--- src/rtl/msg_deframer.sv ---
// Purpose: assemble fixed-length header-checked messages from a byte stream into a wide word.
// Latency: 1 cycle from the last accepted byte to msg_valid when the output register is free.
// Backpressure: byte_ready drops only while a complete frame waits for the occupied output register.
module msg_deframer #(
  parameter int          MSG_BYTES = 21,
  parameter logic [23:0] HDR       = 24'h000000,
  parameter int          TIMEOUT   = 1000
) (
  input  logic                   clk,
  input  logic                   rst,
  input  logic [7:0]             byte_in,
  input  logic                   byte_valid,
  output logic                   byte_ready,
  output logic [8*MSG_BYTES-1:0] msg,
  output logic                   msg_valid,
  input  logic                   msg_ready,
  output logic                   frame_err,
  output logic [7:0]             drop_count
);

  localparam int MW = 8 * MSG_BYTES;
  localparam int IW = $clog2(MSG_BYTES + 1);
  localparam int CW = $clog2(TIMEOUT + 1);
  localparam logic [IW-1:0] LAST_IDX = IW'(MSG_BYTES - 1);
  localparam logic [IW-1:0] HDR_LAST = IW'(2);
  localparam logic [CW-1:0] TO_LAST  = CW'(TIMEOUT - 1);

  typedef enum logic [1:0] {S_HDR, S_BODY, S_FULL} state_t;

  state_t        r_state;
  state_t        w_state_nxt;
  logic [IW-1:0] r_idx;
  logic [CW-1:0] r_idle;
  logic [MW-1:0] r_asm;
  logic [MW-1:0] r_msg;
  logic          r_msg_vld;
  logic          r_ferr;
  logic [7:0]    r_drop;

  logic          w_byte_rdy;
  logic          w_acc;
  logic [7:0]    w_hdr_byte;
  logic          w_hdr_ok;
  logic          w_mismatch;
  logic          w_timeout;
  logic          w_last;
  logic          w_out_free;
  logic          w_load_direct;
  logic          w_load_full;
  logic          w_load;
  logic          w_drop;
  logic [MW-1:0] w_shifted;
  logic [MW-1:0] w_load_dat;

  assign w_byte_rdy    = (r_state != S_FULL);
  assign w_acc         = byte_valid && w_byte_rdy;
  assign w_out_free    = !r_msg_vld || msg_ready;
  assign w_hdr_ok      = (byte_in == w_hdr_byte);
  assign w_mismatch    = (r_state == S_HDR) && w_acc && !w_hdr_ok;
  // A byte arriving on the expiry cycle wins over the timeout.
  assign w_timeout     = (r_state != S_FULL) && (r_idx != '0) && !w_acc && (r_idle == TO_LAST);
  assign w_last        = (r_state == S_BODY) && w_acc && (r_idx == LAST_IDX);
  assign w_load_direct = w_last && w_out_free;
  assign w_load_full   = (r_state == S_FULL) && r_msg_vld && msg_ready;
  assign w_load        = w_load_direct || w_load_full;
  assign w_drop        = w_mismatch || w_timeout;
  assign w_shifted     = {r_asm[MW-9:0], byte_in};
  assign w_load_dat    = (r_state == S_FULL) ? r_asm : w_shifted;

  assign byte_ready = w_byte_rdy;
  assign msg        = r_msg;
  assign msg_valid  = r_msg_vld;
  assign frame_err  = r_ferr;
  assign drop_count = r_drop;

  // Select the header byte expected at the current index.
  always_comb begin
    w_hdr_byte = HDR[7:0];
    if (r_idx == '0)
      w_hdr_byte = HDR[23:16];
    else if (r_idx == IW'(1))
      w_hdr_byte = HDR[15:8];
  end

  // FSM state register.
  always_ff @(posedge clk or negedge rst) begin
    if (!rst) r_state <= S_HDR;
    else      r_state <= w_state_nxt;
  end

  // FSM next-state: header check, body collection, and waiting on a full output register.
  always_comb begin
    w_state_nxt = r_state;
    case (r_state)
      S_HDR: begin
        if (w_acc && w_hdr_ok && (r_idx == HDR_LAST)) w_state_nxt = S_BODY;
      end
      S_BODY: begin
        if (w_timeout)   w_state_nxt = S_HDR;
        else if (w_last) w_state_nxt = w_out_free ? S_HDR : S_FULL;
      end
      S_FULL: begin
        if (r_msg_vld && msg_ready) w_state_nxt = S_HDR;
      end
      default: w_state_nxt = S_HDR;
    endcase
  end

  // Byte index, idle counter and assembly shift register.
  always_ff @(posedge clk or negedge rst) begin
    if (!rst) begin
      r_idx  <= '0;
      r_idle <= '0;
      r_asm  <= '0;
    end else begin
      if (w_drop || w_load) r_idx <= '0;
      else if (w_acc)       r_idx <= r_idx + IW'(1);

      // Idle counter only runs mid-frame and is frozen while a frame waits in FULL.
      if ((r_idx == '0) || w_acc || w_timeout) r_idle <= '0;
      else if (r_state != S_FULL)              r_idle <= r_idle + CW'(1);

      // A mismatching header byte is dropped, never shifted in.
      if (w_acc && !w_mismatch) r_asm <= w_shifted;
    end
  end

  // One-entry output register plus error pulse and saturating drop counter.
  always_ff @(posedge clk or negedge rst) begin
    if (!rst) begin
      r_msg     <= '0;
      r_msg_vld <= 1'b0;
      r_ferr    <= 1'b0;
      r_drop    <= '0;
    end else begin
      if (w_load) begin
        r_msg     <= w_load_dat;
        r_msg_vld <= 1'b1;
      end else if (r_msg_vld && msg_ready) begin
        r_msg_vld <= 1'b0;
      end
      r_ferr <= w_drop;
      if (w_drop && (r_drop != 8'hFF)) r_drop <= r_drop + 8'd1;
    end
  end

endmodule

--- config.mk ---
export PLATFORM = sky130hd
export DESIGN_NAME = msg_deframer
export DESIGN_NICKNAME = d
export VERILOG_FILES = /design/src/rtl/msg_deframer.sv
export SDC_FILE = /design/constraint.sdc
export NUM_CORES = 1
export LEC_CHECK = 0
export CAP_MARGIN = 10
export CORE_ASPECT_RATIO = 1.25
export CORE_MARGIN = 10
export CORE_UTILIZATION = 40
export DETAILED_ROUTE_END_ITERATION = 10
export GPL_TIMING_DRIVEN = 0
export SYNTH_ARGS = -nofsm -noshare
export SYNTH_HDL_FRONTEND = slang
export SYNTH_SLANG_ARGS = --single-unit
--- constraint.sdc ---
create_clock -name clk -period 2.2 [get_ports clk]
set_clock_uncertainty 0.15 [all_clocks]
set_input_delay 0.44 -clock clk [delete_from_list [all_inputs] [get_ports clk]]
set_output_delay 0.44 -clock clk [all_outputs]
set_load 0.02 [all_outputs]
==> metrics.yaml <==
cts_tree: "done"
power_density_mw_per_mm2: 702.2
cp_cell_sequence: "clkdlybuf4s50_1"
share_comb_of_total_power_pct: 4.8
finalWorstSetupSlack_ns: 0.05169
status: "completed"
hold_viol: 0
crit_path_start_kind: "flip-flop"
leakage_nw: 10.12
final_cells: 1991
grt_overflow: 0
crit_buf_inv: 1
critPathKind: "flip-flop to output port"
path_clk_slew_ns: 0.06
critPathRequiredTime_ns: 1.61
grt_pass1_vias: 10655
finish.net_count: 1497
ir_drop_mv: 0.4637
intPower_mw: 10.77
p_seq_share_pct: 49.6
antenna_found_initial: 0
numCtsBuffers: 38
yosysSeqAreaShare_pct: 59.62
cts_sinks: 363
final_cell_mix: "dfrtp_1, nand2_1, mux2_2, mux2i_1, clkdlybuf4s50_1"
routed_via_density: 5.048
min_period_ns: 2.148
utilization_pct: 52.75
ios: 191
route.vias.total: 10050
max_freq_ghz: 0.4655
io_buffers: 190
fp.coreArea_mm2: 0.03746
drt_iter0_drc: 436
synth_area_leaders: "dfrtp_1, mux2_2, mux2i_1, o21ai_0, nand2_1"
cts_max_level: 2
clockBufferDepth: 3
worst_ep_arrival_time_ns: 1.56
yosys.area.top_type: "dfrtp_1"
grt_pass1_wl_um: 60730
grt_max_degree: 122
fin_total_pwr_mw: 13.88
maxCapViolCount: 0
setup_violations: 0
layout_commonest_cell: "dfrtp_1"
drc: 0
rows: 79
tightest_slew_ns: 0.7742
slew_violations: 0
syn_area_mm2: 0.01524
initial_core_util_pct: 40.67
dieArea_mm2: 0.04634
crit_slowest_cell: "clkdlybuf4s50_1"
synthDistinctLibCells: 37
critPathCaptureType: "output port"
synth_seq_cells: 363
grt_use_total_pct: 15.85
dpl.cell_count: 1903
placed_cell_area_mm2: 0.01783
syn2layout_area_growth_pct: 29.70
max-slew-margin-rel_pct: 48.39
place_hpwl_um: 26310
routedWlPerCell_um: 18.83
die_x_um: 194.6
clk_latency_ns: 0.53
switching_power_mw: 3.111
ant_nets: 0
gp_congestion: 0.7848
fin_crit_sh_pct: 97.65
rsz0062_at_grt: "yes"
yosysTopAreaCellShare_pct: 59.62
yosysWarnings: 0
synth_area_per_cell_um2: 12.45
synth_fp_nets: 1241
p_clk_share_pct: 45.5
wirelength_um: 37490
crit_family: "buffers and inverters"
path_max_fanout: 2
synth_cells: 1224
dp_slack_ns: -1.491
hp-class: "input port to flip-flop"
fin_area_mm2: 0.01976
root_buffer: "clkbuf_16"
p_sw_share_pct: 22.42
die_y_um: 238.2
first_pass_iters: 7
diodes: 0
cpPeakStageDelay_ns: 0.64
drive_gt1_share_pct: 22.92
## worst paths after layout
check,startpoint,endpoint,slack (ns),cells after the start
worst min-delay path,byte_in[4],r_asm[4]$_DFFE_PN0P_,0.13,2
worst min register to register,msg[160]$_DFFE_PN0P_,msg[160]$_DFFE_PN0P_,0.32,2
worst max-delay path,msg[17]$_DFFE_PN0P_,msg[17],0.05,1
worst max register to register,r_idle[3]$_DFFE_PN0P_,drop_count[6]$_DFFE_PN0P_,0.06,5
min in group asynchronous,rst,drop_count[1]$_DFFE_PN0P_,0.27,2
max in group asynchronous,rst,msg[58]$_DFFE_PN0P_,0.31,4
## metrics by stage
step	hold WS [ns]	TNS (ns)
2_1_floorplan	-0.005591	0
6_report	0.1328	0
3_5_place_dp	0.2543	-371.71
5_1_grt	0.1393	-0.7398
3_3_place_gp	0.3108	-6038.49
4_1_cts	0.2642	-1.421
## synth_stat cells, drive strengths merged
| cell type | n |
|---|---|
| mux2 | 171 |
| and3 | 2 |
| a31oi | 1 |
| inv | 7 |
| or3b | 1 |
| nand2 | 182 |
| nand3b | 1 |
| xnor2 | 4 |
| a21oi | 11 |
| xor2 | 11 |
| a2111oi | 1 |
| dfrtp | 363 |
| ha | 5 |
| nand4 | 6 |
| or2 | 2 |
| nand3 | 3 |
| nor4 | 5 |
| o22ai | 1 |
| buf | 51 |
| mux2i | 169 |
| clkbuf | 25 |
| nor2 | 16 |
| o21ai | 170 |
| nand2b | 3 |
| nor2b | 1 |
| nor3 | 4 |
| nand4b | 1 |
| nor4b | 4 |
| or3 | 2 |
| nor3b | 1 |
## flip-flops by register name, summed over array words and instances, names as in the netlist
register    flops
r_state         2
r_idx           5
frame_err       1
drop_count      8
msg_valid       1
r_idle         10
r_asm         168
msg           168
## layout make-up
class,instances,area [um^2]
Tap cell,486,608.1
Multi-Input combinational cell,778,5898
Inverter,7,31.28
Clock inverter,6,62.56
Buffer,75,654.4
Clock buffer,59,1154
Fill cell,3344,17700
Timing Repair Buffer,217,2270
Sequential cell,363,9084
## logic make-up after synthesis
kind of cell,Yosys count,share of synthesized area [%]
AO/OA/AOI/OAI,184,6.110
XOR/XNOR,15,0.8622
adder cells (fa/ha/maj),5,0.4106
buffers and inverters,83,2.644
flip-flops,363,59.62
multiplexers,340,23.74
AND/OR/NAND/NOR,234,6.611
## power groups by stage
stage / logic, mW / clock network (mW) / registers (mW)
after floorplan: 0.207 / 0 / 7.07
after global placement: 0.635 / 0 / 7.02
after detailed placement: 0.668 / 0 / 7.01
after CTS: 0.664 / 6.52 / 6.89
after global routing: 0.736 / 6.77 / 6.90
final: 0.667 / 6.32 / 6.89
## layer usage
layer / vias up / part of all wire (%) / GRT usage [%]
met5: - / 0 / 0
met4: 0 / 1.5 / 3.876
met3: 40 / 5.6 / 4.363
met2: 181 / 49 / 26.36
met1: 5042 / 44 / 20.04
li1: 4787 / - / -
## timing repair
action | in CTS | in global routing
pin swaps | 9 | 5
setup endpoints to repair | 356 | 355
buffers inserted | 16 | 5
hold buffers | 1 | 0
gates resized for setup | 101 | 120
gates cloned | 1 | 1
endpoints found under the hold margin | 57 | 0
(Power assumes the default switching activity.)
